## config.mk

```make
export PLATFORM = sky130hd
export DESIGN_NAME = peri_bridge_axil_flat
export DESIGN_NICKNAME = d
export VERILOG_FILES = /design/src/rtl/peri_bridge_axil_if.sv /design/src/rtl/peri_bridge_axil.sv /design/src/flat_wrapper.sv
export SDC_FILE = /design/constraint.sdc
export NUM_CORES = 1
export LEC_CHECK = 0
export ABC_AREA = 1
export CAP_MARGIN = 40
export CORE_UTILIZATION = 47
export CTS_CLUSTER_SIZE = 10
export DETAILED_ROUTE_END_ITERATION = 6
export PLACE_DENSITY = 0.93
export SLEW_MARGIN = 10
export SYNTH_ARGS = -nofsm -noshare
export SYNTH_HDL_FRONTEND = slang
export SYNTH_SLANG_ARGS = --single-unit
```

## constraint.sdc

```tcl
create_clock -name CLK -period 5.2 [get_ports CLK]
set_clock_uncertainty 0.05 [all_clocks]
set_input_delay 1.04 -clock CLK [delete_from_list [all_inputs] [get_ports CLK]]
set_output_delay 1.04 -clock CLK [all_outputs]
set_load 0.005 [all_outputs]
```

## src/rtl/peri_bridge_axil_if.sv

```systemverilog
// Core request/completion port plus the five AXI4-Lite channels to the peripheral interconnect.
// The master modport is the bridge's view; the slave modport is the core/interconnect side.
interface peri_bridge_axil_if #(
    parameter int ADDR_WIDTH = 32,
    parameter int DATA_WIDTH = 32
);
    localparam int STRB_W = DATA_WIDTH / 8;

    logic                  START;
    logic [ADDR_WIDTH-1:0] ADDRESS;
    logic                  WRITE;
    logic [DATA_WIDTH-1:0] DATA_IN;
    logic [STRB_W-1:0]     WSTRB;
    logic [DATA_WIDTH-1:0] DATA_OUT;
    logic                  DONE;
    logic                  ERROR;
    logic                  CACHE_READY_DAT;

    logic [ADDR_WIDTH-1:0] RD_ADDR_TO_PERI;
    logic                  RD_ADDR_TO_PERI_VALID;
    logic                  RD_ADDR_TO_PERI_READY;
    logic [DATA_WIDTH-1:0] DATA_FROM_PERI;
    logic [1:0]            DATA_FROM_PERI_RESP;
    logic                  DATA_FROM_PERI_VALID;
    logic                  DATA_FROM_PERI_READY;
    logic [ADDR_WIDTH-1:0] WR_ADDR_TO_PERI;
    logic                  WR_ADDR_TO_PERI_VALID;
    logic                  WR_ADDR_TO_PERI_READY;
    logic [DATA_WIDTH-1:0] DATA_TO_PERI;
    logic [STRB_W-1:0]     WSTRB_OUT;
    logic                  DATA_TO_PERI_VALID;
    logic                  DATA_TO_PERI_READY;
    logic [1:0]            WR_RESP_FROM_PERI;
    logic                  WR_RESP_VALID;
    logic                  WR_RESP_READY;

    modport master (
        input  START, ADDRESS, WRITE, DATA_IN, WSTRB, CACHE_READY_DAT,
        input  RD_ADDR_TO_PERI_READY, DATA_FROM_PERI, DATA_FROM_PERI_RESP, DATA_FROM_PERI_VALID,
        input  WR_ADDR_TO_PERI_READY, DATA_TO_PERI_READY, WR_RESP_FROM_PERI, WR_RESP_VALID,
        output DATA_OUT, DONE, ERROR,
        output RD_ADDR_TO_PERI, RD_ADDR_TO_PERI_VALID, DATA_FROM_PERI_READY,
        output WR_ADDR_TO_PERI, WR_ADDR_TO_PERI_VALID, DATA_TO_PERI, WSTRB_OUT,
        output DATA_TO_PERI_VALID, WR_RESP_READY
    );

    modport slave (
        output START, ADDRESS, WRITE, DATA_IN, WSTRB, CACHE_READY_DAT,
        output RD_ADDR_TO_PERI_READY, DATA_FROM_PERI, DATA_FROM_PERI_RESP, DATA_FROM_PERI_VALID,
        output WR_ADDR_TO_PERI_READY, DATA_TO_PERI_READY, WR_RESP_FROM_PERI, WR_RESP_VALID,
        input  DATA_OUT, DONE, ERROR,
        input  RD_ADDR_TO_PERI, RD_ADDR_TO_PERI_VALID, DATA_FROM_PERI_READY,
        input  WR_ADDR_TO_PERI, WR_ADDR_TO_PERI_VALID, DATA_TO_PERI, WSTRB_OUT,
        input  DATA_TO_PERI_VALID, WR_RESP_READY
    );
endinterface

```

## src/rtl/peri_bridge_axil.sv

```systemverilog
// Single-beat core load/store to AXI4-Lite master bridge with response checking and timeout.
// Latency: 3 cycles START->DONE with zero-wait slaves; all outputs registered.
// Backpressure: VALIDs hold payload until READY; DONE held until CACHE_READY_DAT; abort after TIMEOUT_CYCLES.
module peri_bridge_axil #(
    parameter int ADDR_WIDTH     = 32,
    parameter int DATA_WIDTH     = 32,
    parameter int TIMEOUT_CYCLES = 256
) (
    input  logic               CLK,
    input  logic               RSTN,
    peri_bridge_axil_if.master bus
);
    localparam int STRB_W = DATA_WIDTH / 8;
    localparam int CNT_W  = (TIMEOUT_CYCLES < 1) ? 1 : $clog2(TIMEOUT_CYCLES + 1);
    localparam int TO_M1  = (TIMEOUT_CYCLES < 1) ? 0 : TIMEOUT_CYCLES - 1;
    localparam bit TO_EN  = (TIMEOUT_CYCLES != 0);
    localparam logic [CNT_W-1:0] CNT_MAX  = CNT_W'(TIMEOUT_CYCLES);
    localparam logic [CNT_W-1:0] TO_LIMIT = CNT_W'(TO_M1);

    typedef enum logic [2:0] {
        ST_IDLE,
        ST_RD_ADDR,
        ST_RD_DATA,
        ST_WR_REQ,
        ST_WR_RESP,
        ST_DONE
    } state_t;

    state_t                state_q, state_d;
    logic [CNT_W-1:0]      cnt_q, cnt_d;
    logic                  block_q, block_d;
    logic [ADDR_WIDTH-1:0] ar_addr_q, ar_addr_d;
    logic                  ar_vld_q, ar_vld_d;
    logic                  r_rdy_q, r_rdy_d;
    logic [ADDR_WIDTH-1:0] aw_addr_q, aw_addr_d;
    logic                  aw_vld_q, aw_vld_d;
    logic [DATA_WIDTH-1:0] w_dat_q, w_dat_d;
    logic [STRB_W-1:0]     w_strb_q, w_strb_d;
    logic                  w_vld_q, w_vld_d;
    logic                  b_rdy_q, b_rdy_d;
    logic [DATA_WIDTH-1:0] dout_q, dout_d;
    logic                  done_q, done_d;
    logic                  err_q, err_d;
    logic                  abort;

    logic hs_ar, hs_r, hs_aw, hs_w, hs_b, timeout_hit, busy;

    assign hs_ar = ar_vld_q & bus.RD_ADDR_TO_PERI_READY;
    assign hs_r  = r_rdy_q  & bus.DATA_FROM_PERI_VALID;
    assign hs_aw = aw_vld_q & bus.WR_ADDR_TO_PERI_READY;
    assign hs_w  = w_vld_q  & bus.DATA_TO_PERI_READY;
    assign hs_b  = b_rdy_q  & bus.WR_RESP_VALID;
    assign busy  = (state_q == ST_RD_ADDR) || (state_q == ST_RD_DATA) ||
                   (state_q == ST_WR_REQ)  || (state_q == ST_WR_RESP);
    // cnt_q counts cycles already spent, so the abort edge is the TIMEOUT_CYCLES-th busy cycle.
    assign timeout_hit = TO_EN && (cnt_q >= TO_LIMIT);

    always_comb begin
        state_d   = state_q;
        cnt_d     = cnt_q;
        block_d   = block_q;
        ar_addr_d = ar_addr_q;
        ar_vld_d  = ar_vld_q;
        r_rdy_d   = r_rdy_q;
        aw_addr_d = aw_addr_q;
        aw_vld_d  = aw_vld_q;
        w_dat_d   = w_dat_q;
        w_strb_d  = w_strb_q;
        w_vld_d   = w_vld_q;
        b_rdy_d   = b_rdy_q;
        dout_d    = dout_q;
        done_d    = done_q;
        err_d     = err_q;
        abort     = 1'b0;

        // A START held across completion must drop once before it can launch another request.
        if (!bus.START) block_d = 1'b0;
        if (busy && (cnt_q != CNT_MAX)) cnt_d = cnt_q + 1'b1;

        unique case (state_q)
            ST_IDLE: begin
                if (bus.START && !done_q && !block_q) begin
                    cnt_d   = '0;
                    block_d = 1'b1;
                    if (bus.WRITE) begin
                        aw_addr_d = bus.ADDRESS;
                        w_dat_d   = bus.DATA_IN;
                        w_strb_d  = bus.WSTRB;
                        aw_vld_d  = 1'b1;
                        w_vld_d   = 1'b1;
                        state_d   = ST_WR_REQ;
                    end else begin
                        ar_addr_d = bus.ADDRESS;
                        ar_vld_d  = 1'b1;
                        state_d   = ST_RD_ADDR;
                    end
                end
            end
            ST_RD_ADDR: begin
                if (hs_ar) begin
                    ar_vld_d = 1'b0;
                    r_rdy_d  = 1'b1;
                    state_d  = ST_RD_DATA;
                end else if (timeout_hit) begin
                    abort = 1'b1;
                end
            end
            ST_RD_DATA: begin
                if (hs_r) begin
                    r_rdy_d = 1'b0;
                    dout_d  = bus.DATA_FROM_PERI;
                    err_d   = bus.DATA_FROM_PERI_RESP[1];
                    done_d  = 1'b1;
                    state_d = ST_DONE;
                end else if (timeout_hit) begin
                    abort = 1'b1;
                end
            end
            ST_WR_REQ: begin
                if (hs_aw) aw_vld_d = 1'b0;
                if (hs_w)  w_vld_d  = 1'b0;
                if (!aw_vld_d && !w_vld_d) begin
                    b_rdy_d = 1'b1;
                    state_d = ST_WR_RESP;
                end else if (!hs_aw && !hs_w && timeout_hit) begin
                    abort = 1'b1;
                end
            end
            ST_WR_RESP: begin
                if (hs_b) begin
                    b_rdy_d = 1'b0;
                    err_d   = bus.WR_RESP_FROM_PERI[1];
                    done_d  = 1'b1;
                    state_d = ST_DONE;
                end else if (timeout_hit) begin
                    abort = 1'b1;
                end
            end
            ST_DONE: begin
                if (bus.CACHE_READY_DAT) begin
                    done_d  = 1'b0;
                    err_d   = 1'b0;
                    state_d = ST_IDLE;
                end
            end
            default: state_d = ST_IDLE;
        endcase

        if (abort) begin
            ar_vld_d = 1'b0;
            r_rdy_d  = 1'b0;
            aw_vld_d = 1'b0;
            w_vld_d  = 1'b0;
            b_rdy_d  = 1'b0;
            dout_d   = '0;
            err_d    = 1'b1;
            done_d   = 1'b1;
            state_d  = ST_DONE;
        end
    end

    always_ff @(posedge CLK or negedge RSTN) begin
        if (!RSTN) begin
            state_q   <= ST_IDLE;
            cnt_q     <= '0;
            block_q   <= 1'b0;
            ar_addr_q <= '0;
            ar_vld_q  <= 1'b0;
            r_rdy_q   <= 1'b0;
            aw_addr_q <= '0;
            aw_vld_q  <= 1'b0;
            w_dat_q   <= '0;
            w_strb_q  <= '0;
            w_vld_q   <= 1'b0;
            b_rdy_q   <= 1'b0;
            dout_q    <= '0;
            done_q    <= 1'b0;
            err_q     <= 1'b0;
        end else begin
            state_q   <= state_d;
            cnt_q     <= cnt_d;
            block_q   <= block_d;
            ar_addr_q <= ar_addr_d;
            ar_vld_q  <= ar_vld_d;
            r_rdy_q   <= r_rdy_d;
            aw_addr_q <= aw_addr_d;
            aw_vld_q  <= aw_vld_d;
            w_dat_q   <= w_dat_d;
            w_strb_q  <= w_strb_d;
            w_vld_q   <= w_vld_d;
            b_rdy_q   <= b_rdy_d;
            dout_q    <= dout_d;
            done_q    <= done_d;
            err_q     <= err_d;
        end
    end

    assign bus.DATA_OUT              = dout_q;
    assign bus.DONE                  = done_q;
    assign bus.ERROR                 = err_q;
    assign bus.RD_ADDR_TO_PERI       = ar_addr_q;
    assign bus.RD_ADDR_TO_PERI_VALID = ar_vld_q;
    assign bus.DATA_FROM_PERI_READY  = r_rdy_q;
    assign bus.WR_ADDR_TO_PERI       = aw_addr_q;
    assign bus.WR_ADDR_TO_PERI_VALID = aw_vld_q;
    assign bus.DATA_TO_PERI          = w_dat_q;
    assign bus.WSTRB_OUT             = w_strb_q;
    assign bus.DATA_TO_PERI_VALID    = w_vld_q;
    assign bus.WR_RESP_READY         = b_rdy_q;
endmodule

```

## src/flat_wrapper.sv

```systemverilog
// flat-port wrapper written by rule: the top's interface ports become plain ports
module peri_bridge_axil_flat 
#(
    parameter int ADDR_WIDTH     = 32,
    parameter int DATA_WIDTH     = 32,
    parameter int TIMEOUT_CYCLES = 256
)
  (CLK, RSTN, bus_START, bus_ADDRESS, bus_WRITE, bus_DATA_IN, bus_WSTRB, bus_CACHE_READY_DAT, bus_RD_ADDR_TO_PERI_READY, bus_DATA_FROM_PERI, bus_DATA_FROM_PERI_RESP, bus_DATA_FROM_PERI_VALID, bus_WR_ADDR_TO_PERI_READY, bus_DATA_TO_PERI_READY, bus_WR_RESP_FROM_PERI, bus_WR_RESP_VALID, bus_DATA_OUT, bus_DONE, bus_ERROR, bus_RD_ADDR_TO_PERI, bus_RD_ADDR_TO_PERI_VALID, bus_DATA_FROM_PERI_READY, bus_WR_ADDR_TO_PERI, bus_WR_ADDR_TO_PERI_VALID, bus_DATA_TO_PERI, bus_WSTRB_OUT, bus_DATA_TO_PERI_VALID, bus_WR_RESP_READY);
  peri_bridge_axil_if #(.ADDR_WIDTH(ADDR_WIDTH), .DATA_WIDTH(DATA_WIDTH)) bus_i ();
  input  logic CLK;
  input  logic RSTN;
  input wire logic [$bits(bus_i.START)-1:0] bus_START;
  input wire logic [$bits(bus_i.ADDRESS)-1:0] bus_ADDRESS;
  input wire logic [$bits(bus_i.WRITE)-1:0] bus_WRITE;
  input wire logic [$bits(bus_i.DATA_IN)-1:0] bus_DATA_IN;
  input wire logic [$bits(bus_i.WSTRB)-1:0] bus_WSTRB;
  input wire logic [$bits(bus_i.CACHE_READY_DAT)-1:0] bus_CACHE_READY_DAT;
  input wire logic [$bits(bus_i.RD_ADDR_TO_PERI_READY)-1:0] bus_RD_ADDR_TO_PERI_READY;
  input wire logic [$bits(bus_i.DATA_FROM_PERI)-1:0] bus_DATA_FROM_PERI;
  input wire logic [$bits(bus_i.DATA_FROM_PERI_RESP)-1:0] bus_DATA_FROM_PERI_RESP;
  input wire logic [$bits(bus_i.DATA_FROM_PERI_VALID)-1:0] bus_DATA_FROM_PERI_VALID;
  input wire logic [$bits(bus_i.WR_ADDR_TO_PERI_READY)-1:0] bus_WR_ADDR_TO_PERI_READY;
  input wire logic [$bits(bus_i.DATA_TO_PERI_READY)-1:0] bus_DATA_TO_PERI_READY;
  input wire logic [$bits(bus_i.WR_RESP_FROM_PERI)-1:0] bus_WR_RESP_FROM_PERI;
  input wire logic [$bits(bus_i.WR_RESP_VALID)-1:0] bus_WR_RESP_VALID;
  output wire logic [$bits(bus_i.DATA_OUT)-1:0] bus_DATA_OUT;
  output wire logic [$bits(bus_i.DONE)-1:0] bus_DONE;
  output wire logic [$bits(bus_i.ERROR)-1:0] bus_ERROR;
  output wire logic [$bits(bus_i.RD_ADDR_TO_PERI)-1:0] bus_RD_ADDR_TO_PERI;
  output wire logic [$bits(bus_i.RD_ADDR_TO_PERI_VALID)-1:0] bus_RD_ADDR_TO_PERI_VALID;
  output wire logic [$bits(bus_i.DATA_FROM_PERI_READY)-1:0] bus_DATA_FROM_PERI_READY;
  output wire logic [$bits(bus_i.WR_ADDR_TO_PERI)-1:0] bus_WR_ADDR_TO_PERI;
  output wire logic [$bits(bus_i.WR_ADDR_TO_PERI_VALID)-1:0] bus_WR_ADDR_TO_PERI_VALID;
  output wire logic [$bits(bus_i.DATA_TO_PERI)-1:0] bus_DATA_TO_PERI;
  output wire logic [$bits(bus_i.WSTRB_OUT)-1:0] bus_WSTRB_OUT;
  output wire logic [$bits(bus_i.DATA_TO_PERI_VALID)-1:0] bus_DATA_TO_PERI_VALID;
  output wire logic [$bits(bus_i.WR_RESP_READY)-1:0] bus_WR_RESP_READY;
  assign bus_i.START = bus_START;
  assign bus_i.ADDRESS = bus_ADDRESS;
  assign bus_i.WRITE = bus_WRITE;
  assign bus_i.DATA_IN = bus_DATA_IN;
  assign bus_i.WSTRB = bus_WSTRB;
  assign bus_i.CACHE_READY_DAT = bus_CACHE_READY_DAT;
  assign bus_i.RD_ADDR_TO_PERI_READY = bus_RD_ADDR_TO_PERI_READY;
  assign bus_i.DATA_FROM_PERI = bus_DATA_FROM_PERI;
  assign bus_i.DATA_FROM_PERI_RESP = bus_DATA_FROM_PERI_RESP;
  assign bus_i.DATA_FROM_PERI_VALID = bus_DATA_FROM_PERI_VALID;
  assign bus_i.WR_ADDR_TO_PERI_READY = bus_WR_ADDR_TO_PERI_READY;
  assign bus_i.DATA_TO_PERI_READY = bus_DATA_TO_PERI_READY;
  assign bus_i.WR_RESP_FROM_PERI = bus_WR_RESP_FROM_PERI;
  assign bus_i.WR_RESP_VALID = bus_WR_RESP_VALID;
  assign bus_DATA_OUT = bus_i.DATA_OUT;
  assign bus_DONE = bus_i.DONE;
  assign bus_ERROR = bus_i.ERROR;
  assign bus_RD_ADDR_TO_PERI = bus_i.RD_ADDR_TO_PERI;
  assign bus_RD_ADDR_TO_PERI_VALID = bus_i.RD_ADDR_TO_PERI_VALID;
  assign bus_DATA_FROM_PERI_READY = bus_i.DATA_FROM_PERI_READY;
  assign bus_WR_ADDR_TO_PERI = bus_i.WR_ADDR_TO_PERI;
  assign bus_WR_ADDR_TO_PERI_VALID = bus_i.WR_ADDR_TO_PERI_VALID;
  assign bus_DATA_TO_PERI = bus_i.DATA_TO_PERI;
  assign bus_WSTRB_OUT = bus_i.WSTRB_OUT;
  assign bus_DATA_TO_PERI_VALID = bus_i.DATA_TO_PERI_VALID;
  assign bus_WR_RESP_READY = bus_i.WR_RESP_READY;
  peri_bridge_axil #(.ADDR_WIDTH(ADDR_WIDTH), .DATA_WIDTH(DATA_WIDTH), .TIMEOUT_CYCLES(TIMEOUT_CYCLES)) u_core (.CLK(CLK), .RSTN(RSTN), .bus(bus_i));
endmodule
```

# Word level (Yosys, flattened, before mapping)
# Cells that the tools add are included.
# W data, S select, Z words.
# totals
latchBits	0
romBits	0
output_inout_bits	139
register_bits	152
mem_count	0
ram_bits	0
wordCells	126
in_bits	114
# classes
magnitude_cmp	1
n_reduce_logical	32
mux	57
add_sub_neg	1
shift	0
n_div	0
n_mul	0
bitwise_logic	6
n_eq_ne	14
# ops
cell	n
$mux W32	3
$mux W1	34
$mux W9	3
$mux W3	7
$pmux W3 S6	1
$reduce_and A3 Y1	5
$ne A3 B1 Y1 const B	4
$ne A3 B2 Y1 const B	4
$reduce_bool A3 Y1	4
$pmux W1 S2	5
$add A9 B1 Y9 const B	1
$ge A9 B8 Y1 const B	1
$ne A9 B9 Y1 const B	1
$reduce_and A4 Y1	2
$eq A3 B2 Y1 const B	2
$eq A3 B3 Y1 const B	2
$logic_and A1 B1 Y1	6
$logic_not A1 Y1	6
$pmux W1 S3	2
$reduce_and A6 Y1	1
$and A1 B1 Y1	5
$pmux W1 S4	1
$reduce_bool A2 Y1	2
$reduce_bool A4 Y1	1
6 further kinds	8

# Longest topological paths before layout
# Gate-level depths: netlist of the first run.
# depth
depth_word	9
ltp_mapped	12
depth_no_buf	11

# Worst setup path before layout of the first run
# Ideal clock, no wire load.
# synth_timing
path_kind	input -> register
start	in bus_START
end	reg u_core.ar_addr_q[10] (netlist: u_core.bus.RD_ADDR_TO_PERI[10])
setup_slack_ns	2.966
path_stages	8
t_arrival_ns	2.059
cell_sequence	inv_1 nor2_1 nand2_1 nor2_4 inv_2 nor2_8 buf_6 mux2_2
# synth_between
elab_chain_cells	3
# synth_lines
element	line	rtl
start, declared	flat_wrapper.sv:12	input wire logic [$bits(bus_i.START)-1:0] bus_START;
$logic_and A1 B1 Y1 (2 in series)	peri_bridge_axil.sv:82	if (bus.START && !done_q && !block_q) begin
$reduce_and A3 Y1 (no line)	n/a	
end signal, assigned	peri_bridge_axil.sv:183	ar_addr_q <= ar_addr_d;
end, declared	peri_bridge_axil.sv:32	logic [ADDR_WIDTH-1:0] ar_addr_q, ar_addr_d;
# Every way passes these cells.
# A chain may end at the register's enable or synchronous reset.

# Worst setup path in the final report of the first run
# layout_timing
start	in bus_DATA_FROM_PERI_VALID
end	reg u_core.state_q[0]
# layout_between
elab_chain_cells	5
elab_cells_between_ends	11
classes_between	eq/ne: 6; mux: 3; bitwise: 1; reduce/logical: 1
# layout_lines
element	line	rtl
start, declared	flat_wrapper.sv:21	input wire logic [$bits(bus_i.DATA_FROM_PERI_VALID)-1:0] bus_DATA_FROM_PERI_VALID;
$and A1 B1 Y1 *	peri_bridge_axil.sv:49	assign hs_r = r_rdy_q & bus.DATA_FROM_PERI_VALID;
$mux W1	peri_bridge_axil.sv:109	if (hs_r) begin
$pmux W1 S4	peri_bridge_axil.sv:80	unique case (state_q)
$ne A3 B1 Y1 (no line) / $ne A3 B2 Y1 (equally long branches)	n/a	
$reduce_and A6 Y1 (no line)	n/a	
end signal, assigned	peri_bridge_axil.sv:180	state_q <= state_d;
end, declared	peri_bridge_axil.sv:29	state_t state_q, state_d;
# Every way passes the cells marked *; elsewhere a longest branch is shown, timed or not.

==> results of run 1 <==
-- worst max path at each step --
stage / to / slack (ps) / cells past startpoint
after CTS: u_core.state_q[0]$_DFFE_PN0P_ / 2460 / 12
final: u_core.state_q[0]$_DFFE_PN0P_ / 2410 / 12
after global placement: u_core.bus.DATA_TO_PERI[2]$_DFFE_PN0P_ / 2010 / 10
after detailed placement: u_core.bus.DATA_TO_PERI[2]$_DFFE_PN0P_ / 2020 / 10
after floorplan: u_core.bus.RD_ADDR_TO_PERI[10]$_DFFE_PN0P_ / 2970 / 8
after global routing: u_core.state_q[0]$_DFFE_PN0P_ / 2250 / 12
-- cell families after synthesis --
logic type      count (synthesis)  share of synthesized area [%]
compound gates                 60                           5.24
xor+xnor                        3                          0.411
fa+ha+maj                       3                          0.587
buf+inv                        91                           7.03
flops                         152                           59.5
mux                            32                           5.64
simple gates                  336                           21.6
-- power groups by stage --
stage / Combinational (mW) / Clock (mW) / Sequential (mW)
4_1_cts: 2.58 / 1.15 / 2.07
3_3_place_gp: 2.43 / 0 / 2.04
3_5_place_dp: 2.54 / 0 / 2.07
6_report: 2.56 / 1.12 / 2.07
5_1_grt: 2.80 / 1.20 / 2.14
2_1_floorplan: 1.19 / 0 / 2.07
-- layer usage --
metal	vias up	wire (um)	global-route usage [%]	part of all wire [%]
li1	2632	-	-	-
met1	2632	6880	28.9	40
met2	228	8720	45.5	50
met3	16	1530	9.22	8.8
met4	0	196	8.54	1.1
met5	-	0	0	0
-- per-stage QoR --
| stage | utilization [%] | hold slack (ps) | setup slack [ps] | power [mW] |
|---|---|---|---|---|
| after floorplan | - | 415 | 2970 | 3.27 |
| after global placement | 67.6 | 411 | 2010 | 4.46 |
| after detailed placement | 67.8 | 414 | 2020 | 4.61 |
| after CTS | 71.8 | 431 | 2460 | 5.79 |
| after global routing | 71.8 | 453 | 2250 | 6.14 |
| final | 71.8 | 428 | 2410 | 5.75 |
-- worst min-delay path: cells and delay by family (launching register included) --
kind / cells / cell delay, ps
flops: 1 / 340
simple gates: 2 / 110
-- registers in the layout (all words and copies together), names as in the netlist --
name	count
u_core.bus.RD_ADDR_TO_PERI	32
u_core.bus.ERROR	1
u_core.bus.DATA_OUT	32
u_core.bus.DATA_TO_PERI_VALID	1
u_core.bus.DATA_FROM_PERI_READY	1
u_core.bus.RD_ADDR_TO_PERI_VALID	1
u_core.bus.WR_ADDR_TO_PERI_VALID	1
u_core.bus.DATA_TO_PERI	32
u_core.state_q	3
u_core.cnt_q	9
u_core.bus.WR_ADDR_TO_PERI	32
u_core.block_q	1
u_core.bus.DONE	1
u_core.bus.WSTRB_OUT	4
u_core.bus.WR_RESP_READY	1
-- placed cells by master (no fill, tap or decap), types with 3 or more instances in the layout --
cell             instances
buf_4                    6
clkbuf_8                 4
dfrtp_1                152
ha_1                     3
o21ai_0                 20
nor3_1                   6
a21oi_1                  7
clkbuf_1                 4
clkdlybuf4s50_1        249
xor2_1                   3
inv_1                   58
nand2_1                249
o21ai_1                 24
mux2_1                  12
mux2_2                  20
nor2_1                  23
nand3_1                 46
clkbuf_16               17
-- layout make-up --
| class | count | share of cell area [%] |
|---|---|---|
| clock buffer | 25 | 5.21 |
| clock inverter | 6 | 0.447 |
| inverter | 60 | 2.37 |
| multi-input combinational | 434 | 22.6 |
| sequential | 152 | 40.0 |
| tap | 176 | 2.32 |
| timing repair buffer | 257 | 27.1 |
==> flow_summary.yaml, run 1 <==
outcome:
  outcome: "finished, final reports clean"
worst_setup_path:
  crit_buf_inv: 2
  crit_family: "buffers and inverters"
  crit_type: "input port to flop"
  timing.rr.start: "u_core.cnt_q[1]$_DFF_PN0_"
  crit_path_top_delay_cell: "clkdlybuf4s50_1"
  rr_worst_depth: 12
  critPathLaunchType: "input port"
  cp_cell_sequence: "clkdlybuf4s50_1 > nand2_1 > nand3_1 > nand2_1 > nor2_1 > nand2_1 > nand2_2 > buf_4 > o21ai_1 > nand3_1 > nand2_1 > nand2_1"
  crit_fanout: 46
  r2r_end: "u_core.bus.DATA_OUT[23]$_DFFE_PN0P_"
  reg2reg_setup_slack_ps: 2790
  end_kind: "flop"
  cp_common_cell: "nand2_1"
  crit_path_max_incr_delay_ps: 490
  worst_ep_required_time_ps: 5500
  critPathArrivalTime_ps: 3090
  startpoint: "bus_DATA_FROM_PERI_VALID"
min_path:
  min_path_type: "flop to flop"
  whs_path_depth: 2
  hold_start: "u_core.bus.DATA_TO_PERI[21]$_DFFE_PN0P_"
  holdPathEnd: "u_core.bus.DATA_TO_PERI[21]$_DFFE_PN0P_"
logic_synthesis:
  yosysWarnings: 0
  avgSynthCellArea_um2: 9.44
  synth_edf_count: 0
  ys_seq_area_share_pct: 59.5
  syn_nets: 794
  netlist_area_mm2: 0.00639
  synth_top_area_cell: "dfrtp_1"
  yosysTopAreaCellShare_pct: 59.5
  synth_common_cells: "nand2_1, dfrtp_1, inv_1, nand3_1, o21ai_1"
  synth_seq_cells: 152
  synth.most_common_cell: "nand2_1"
  synthFlopType: "dfrtp_1"
  synth_area_leaders: "dfrtp_1, nand2_1, nand3_1, mux2_2, inv_1"
  yosysUniqueCellTypes: 35
  async_flop_share_pct: 100
  syn_inst: 677
cts:
  clkSinkCount: 152
  cts.path.max_buffers: 2
  post_cts_buffers: 0
  clk_pin_slew_ps: 60
  hold_buffers: 0
  cts_tree: "done"
  cts_made_buffers: 17
  clk_latency_ps: 410
  htreeDepth: 4
  cts_resized: 0
  root_buffer: "clkbuf_16"
cells_and_area:
  drive_gt1_share_pct: 7.39
  regArea_mm2: 0.00380
  n_antenna_cell: 0
  fin_area_mm2: 0.00951
  fillers: 920
  synthToLayoutAreaGrowth_pct: 48.8
  nets: 1039
  post_layout_nonfiller_instances: 1110
  multi_input_area_mm2: 0.00215
timing:
  setup_tns_ps: 0
  period_share_pct: 53.7
  slew_headroom_pct: 51.2
  max_slew.worst_pin.slew_ps: 732
  clock.fmax_mhz: 358
  setup_violations: 0
  slew_viol_final: 0
  grt_setup_unrepaired: "false"
  hold_viol_final: 0
  period_minus_slack_ps: 2790
grt:
  grt_max_degree: 79
  grt_pass1_wl_um: 28100
  antenna_found_initial: 0
  grt_overflow_total: 0
  first_global_vias: 5683
  grt_use_total_pct: 25.8
drt:
  first_iter_violations: 393
  drt_pass1_iterations: 5
  routed_via_density: 4.96
  drc_errors: 0
  antenna_left: 0
  wl_um: 17300
  wire_per_inst_um: 15.6
  via_count: 5508
power:
  cellPowerDensity_mw_per_mm2: 604
  pwr-share-clk_pct: 19.4
  p_switching_mw: 1.97
  peakVddDrop_mv: 0.395
  leakagePower_nw: 4.52
  p_sw_share_pct: 34.3
  combPwrFrac_pct: 44.5
  p_seq_share_pct: 36.0
  intPower_mw: 3.78
placed_design:
  postPlaceCellArea_mm2: 0.00897
  post-dp-hpwl_um: 11900
  dp_cells: 1079
  place_congestion: 0.920
  io_buffers: 250
floorplanning:
  die-area_mm2: 0.0141
  initial_utilization_pct: 48.3
  die_x_um: 119
  io_pins: 253
  dieHeight_um: 119
  rows: 42
  coreArea_mm2: 0.0132
job:
  drv_cap: 0
Power figures use the tool's default switching activity.
==> run 2, diff against run 1 <==
--- a/config.mk
+++ b/config.mk
@@ -7,10 +7,10 @@
 export LEC_CHECK = 0
 export ABC_AREA = 1
 export CAP_MARGIN = 40
-export CORE_UTILIZATION = 47
+export CORE_UTILIZATION = 44
 export CTS_CLUSTER_SIZE = 10
 export DETAILED_ROUTE_END_ITERATION = 6
-export PLACE_DENSITY = 0.93
+export PLACE_DENSITY = 0.88
 export SLEW_MARGIN = 10
 export SYNTH_ARGS = -nofsm -noshare
 export SYNTH_HDL_FRONTEND = slang
==> constraint.sdc (replaced) <==
create_clock -name CLK -period 2.8 [get_ports CLK]
set_clock_uncertainty 0.05 [all_clocks]
set_input_delay 0.56 -clock CLK [delete_from_list [all_inputs] [get_ports CLK]]
set_output_delay 0.56 -clock CLK [all_outputs]
set_load 0.005 [all_outputs]
==> run 2 against run 1 <==
- cell count increased by 0.54%
- sequential power grew 86%
- register-to-register slack worse by 2300 ps
- non-clock buffer count up 1
- critical endpoint is now u_core.bus.ERROR$_DFFE_PN0P_
- wire length grew 1.1%
- first-iteration DRC count down 22%
- die area up 6.7%
- combinational power up 84%
- sequential share of layout area fell by 0.43 points
- critical path depth fell by 1
- cell area is 1.1% higher
- via count up 1.0%
==> flow_summary.yaml, run 2 (same netlist as run 1, synthesis figures left out) <==
worst_setup_path:
  crit_type: "flop to flop"
  critPathArrivalTime_ps: 2580
  crit_family: "simple AND/OR/NAND/NOR gates"
  startpoint: "u_core.cnt_q[1]$_DFF_PN0_"
  critPathLaunchType: "flop"
  crit_path_top_delay_cell: "dfrtp_1"
  crit_path_max_incr_delay_ps: 390
  timing.rr.start: "u_core.cnt_q[1]$_DFF_PN0_"
  end_kind: "flop"
  cp_common_cell: "nand2_1"
  cp_cell_sequence: "ha_1 > nand2_1 > nor4_1 > ha_1 > nor2_1 > nand2_1 > nand2_2 > buf_12 > a21oi_2 > nand3_1 > nand2_1"
  worst_ep_required_time_ps: 3110
  crit_fanout: 42
  crit_buf_inv: 1
power:
  peakVddDrop_mv: 0.610
  p_sw_share_pct: 34.4
  p_seq_share_pct: 35.8
  combPwrFrac_pct: 43.8
  pwr-share-clk_pct: 20.5
  cellPowerDensity_mw_per_mm2: 1120
  p_switching_mw: 3.71
  intPower_mw: 7.08
  power_mw: 10.8
  leakagePower_nw: 4.55
cells_and_area:
  post_layout_nonfiller_instances: 1116
  drive_gt1_share_pct: 7.91
  n_antenna_cell: 0
  nets: 1040
  synthToLayoutAreaGrowth_pct: 50.4
  fin_util_pct: 68.5
  regArea_mm2: 0.00380
  multi_input_area_mm2: 0.00215
  final_cell_mix: "nand2_1, clkdlybuf4s50_1, dfrtp_1, inv_1, nand3_1"
  fin_area_mm2: 0.00962
  fillers: 1044
grt:
  first_global_vias: 5473
  grt_pass1_wl_um: 26800
  antenna_found_initial: 1
  grt_use_total_pct: 23.7
  grt_overflow_total: 0
  grt_max_degree: 69
cts:
  clkSinkCount: 152
  clk_latency_ps: 420
  cts_made_buffers: 17
  cts_resized: 0
  cts.path.max_buffers: 2
  hold_buffers: 0
  root_buffer: "clkbuf_16"
  clk_pin_slew_ps: 60
  htreeDepth: 4
  post_cts_buffers: 0
  cts_tree: "done"
timing:
  setup_tns_ps: 0
  setup_violations: 0
  slew_headroom_pct: 50.2
  slew_viol_final: 0
  period_minus_slack_ps: 2270
  max_slew.worst_pin.slew_ps: 748
  grt_setup_unrepaired: "false"
  hold_viol_final: 0
  period_share_pct: 81.2
  clock.fmax_mhz: 440
outcome:
  outcome: "finished, final reports clean"
drt:
  drt_pass1_iterations: 5
  via_count: 5564
  wire_per_inst_um: 15.7
  wl_um: 17500
  drc_errors: 0
  first_iter_violations: 308
  antenna_left: 0
  routed_via_density: 4.99
floorplanning:
  coreArea_mm2: 0.0140
  dieHeight_um: 123
  initial_utilization_pct: 45.5
  die-area_mm2: 0.0150
  die_x_um: 123
  rows: 43
  io_pins: 253
placed_design:
  post-dp-hpwl_um: 12200
  place_congestion: 0.865
  postPlaceCellArea_mm2: 0.00904
  dp_cells: 1084
  io_buffers: 250
min_path:
  min_path_type: "input port to asynchronous set/reset pin"
job:
  drv_cap: 0
## run 2: routing by layer
| metal | global-route usage, % | routed length [um] |
|---|---|---|
| met5 | 0 | 11 |
| met1 | 26.4 | 6720 |
| met4 | 10.7 | 437 |
| met2 | 39.7 | 8600 |
| met3 | 9.57 | 1740 |
## run 2: metrics by stage
step	hold slack (ps)	worst slack, ps
6_report	48.3	525
5_1_grt	80.2	326
4_1_cts	51.0	524
3_5_place_dp	414	266
3_3_place_gp	410	309
2_1_floorplan	214	967
## run 2: power groups by stage
stage / clock (mW) / sequential, mW / combinational (mW)
finish: 2.21 / 3.86 / 4.72
global route: 2.34 / 3.97 / 5.23
CTS: 2.26 / 3.86 / 4.78
detailed placement: 0 / 3.86 / 4.74
global placement: 0 / 3.80 / 4.59
floorplan: 0 / 3.85 / 2.22
## run 2: cell type report
type / count / area share (%)
flip-flops and latches: 152 / 39.6
multi-input cells: 434 / 22.3
inverters: 60 / 2.34
repair buffers: 258 / 27.4
clock inverters: 12 / 1.22
clock buffers: 20 / 4.75
well taps: 180 / 2.34
## run 2: worst paths after layout
check	end	slack, ps	depth (start not counted)
setup / recovery	u_core.bus.ERROR$_DFFE_PN0P_	530	11
hold / removal	u_core.bus.DATA_TO_PERI[29]$_DFFE_PN0P_	50	1
setup reg to reg	u_core.bus.ERROR$_DFFE_PN0P_	530	11
hold reg to reg	u_core.bus.WR_ADDR_TO_PERI[10]$_DFFE_PN0P_	430	2
max in group asynchronous	u_core.bus.WR_ADDR_TO_PERI[23]$_DFFE_PN0P_	1990	2
min in group CLK	u_core.bus.WR_ADDR_TO_PERI[10]$_DFFE_PN0P_	430	2
==> run 3, diff against run 2 <==
==> constraint.sdc (replaced) <==
create_clock -name CLK -period 2.4 [get_ports CLK]
set_clock_uncertainty 0.05 [all_clocks]
set_input_delay 0.48 -clock CLK [delete_from_list [all_inputs] [get_ports CLK]]
set_output_delay 0.48 -clock CLK [all_outputs]
set_load 0.005 [all_outputs]
==> run 3 against run 2 <==
- first-iteration DRC count shrank 6.5%
- die area stayed put
- sequential share of layout area shrank 0.38 points
- sequential power grew 16%
- via count shrank 1.4%
- fmax up 4.2%
- largest power group unchanged
- highest routed layer is now met4
==> flow_summary.yaml, run 3 (same netlist as run 1, synthesis figures left out) <==
outcome:
  outcome: "finished, final reports clean"
floorplanning:
  die_x_um: 123
  initial_utilization_pct: 45.5
  rows: 43
  dieHeight_um: 123
  coreArea_mm2: 0.0140
  die-area_mm2: 0.0150
  io_pins: 253
job:
  drv_cap: 0
grt:
  grt_overflow_total: 0
  antenna_found_initial: 0
  grt_use_total_pct: 24.0
  grt_pass1_wl_um: 27200
  grt_max_degree: 69
  first_global_vias: 5392
worst_setup_path:
  crit_path_max_incr_delay_ps: 390
  cp_common_cell: "nand2_1"
  cp_cell_sequence: "ha_1 > nand2_1 > nor4_1 > ha_1 > nor2_1 > nand2_1 > nand2_2 > buf_4 > nand3_1 > nand3_1 > nand2_1 > nand2_1"
  worst_ep_required_time_ps: 2660
  crit_type: "flop to flop"
  critPathLaunchType: "flop"
  crit_path_top_delay_cell: "dfrtp_1"
  crit_fanout: 10
  end_kind: "flop"
  critPathArrivalTime_ps: 2440
cells_and_area:
  drive_gt1_share_pct: 8.09
  nets: 1047
  synthToLayoutAreaGrowth_pct: 51.8
  fin_util_pct: 69.1
  final_cell_mix: "nand2_1, clkdlybuf4s50_1, dfrtp_1, inv_1, nand3_1"
  n_antenna_cell: 0
power:
  cellPowerDensity_mw_per_mm2: 1320
  peakVddDrop_mv: 0.824
  leakagePower_nw: 4.60
  power_mw: 12.8
timing:
  fin_hold_ws_ps: 428
  slew_headroom_pct: 64.8
  slew_viol_final: 0
  max_slew.worst_pin.slew_ps: 528
  hold_viol_final: 0
  period_share_pct: 91.0
  grt_setup_unrepaired: "false"
  setup_violations: 0
  period_minus_slack_ps: 2180
  clock.fmax_mhz: 458
  setup_tns_ps: 0
drt:
  first_iter_violations: 288
  antenna_left: 0
  via_count: 5485
  routed_via_density: 4.90
  wl_um: 17500
  wire_per_inst_um: 15.6
  drt_pass1_iterations: 5
  drc_errors: 0
cts:
  clk_pin_slew_ps: 60
  clkSinkCount: 152
  htreeDepth: 4
  clk_latency_ps: 410
  post_cts_buffers: 0
  cts.path.max_buffers: 2
  root_buffer: "clkbuf_16"
  cts_tree: "done"
  cts_made_buffers: 17
placed_design:
  place_congestion: 0.850
  post-dp-hpwl_um: 11900
  io_buffers: 250
min_path:
  min_path_type: "flop to flop"
-- run 3: power by group --
group	switching, mW	internal, mW	leakage (nW)
Sequential	0.726	3.76	1.90
Combinational	2.54	3.11	2.43
Clock	1.01	1.64	0.274
-- run 3: layer usage --
metal | vias to the layer above | routed length (um) | track usage [%]
met5 | - | 0 | 0
met3 | 26 | 1890 | 9.80
met2 | 232 | 8370 | 39.7
met1 | 2588 | 6870 | 27.7
li1 | 2639 | - | -
met4 | 0 | 351 | 9.07
-- run 3: layout make-up --
type                            count  area, um^2
Fill cell                        1030        4330
Sequential cell                   152        3800
Timing Repair Buffer              265        2720
Multi-Input combinational cell    434        2160
Clock buffer                       20         447
Inverter                           60         225
Tap cell                          180         225
Clock inverter                      9         128
-- run 3: path summary, 6_finish.rpt --
check                                                   startpoint                                         to  slack (ps)  depth (start not counted)
setup / recovery                         u_core.cnt_q[1]$_DFF_PN0_                u_core.bus.DONE$_DFFE_PN0P_         220                         12
hold / removal             u_core.bus.DATA_TO_PERI[25]$_DFFE_PN0P_    u_core.bus.DATA_TO_PERI[25]$_DFFE_PN0P_         430                          2
setup reg to reg                         u_core.cnt_q[1]$_DFF_PN0_                u_core.bus.DONE$_DFFE_PN0P_         220                         12
hold reg to reg            u_core.bus.DATA_TO_PERI[25]$_DFFE_PN0P_    u_core.bus.DATA_TO_PERI[25]$_DFFE_PN0P_         430                          2
max in group asynchronous                                     RSTN  u_core.bus.WR_ADDR_TO_PERI[0]$_DFFE_PN0P_        1120                          3
min in group asynchronous                                     RSTN    u_core.bus.DATA_TO_PERI[15]$_DFFE_PN0P_         530                          2
-- run 3: per-stage QoR --
step                cell area [um^2]  cells  worst slack [ps]
finish                          9710   1120               217
global route                    9710   1120              2.32
CTS                             9680   1119               150
detailed placement              9090   1089              38.8
global placement                9090   1089               101
floorplan                       6390    677               567
-- run 3: what timing repair did --
| action | 4_1_cts | 5_1_grt |
|---|---|---|
| setup endpoints to repair | 0 | 5 |
| hold buffers | 1 | 0 |
| endpoints found under the hold margin | 31 | 0 |
| resized for setup | 0 | 1 |
-- run 3: critical path, delay by kind of cell, from the launching register on --
kind                     cells  cell delay (ps)
flip-flops                   1              390
AND/OR/NAND/NOR              9             1010
adder cells (fa/ha/maj)      2              400
buffers and inverters        1              220
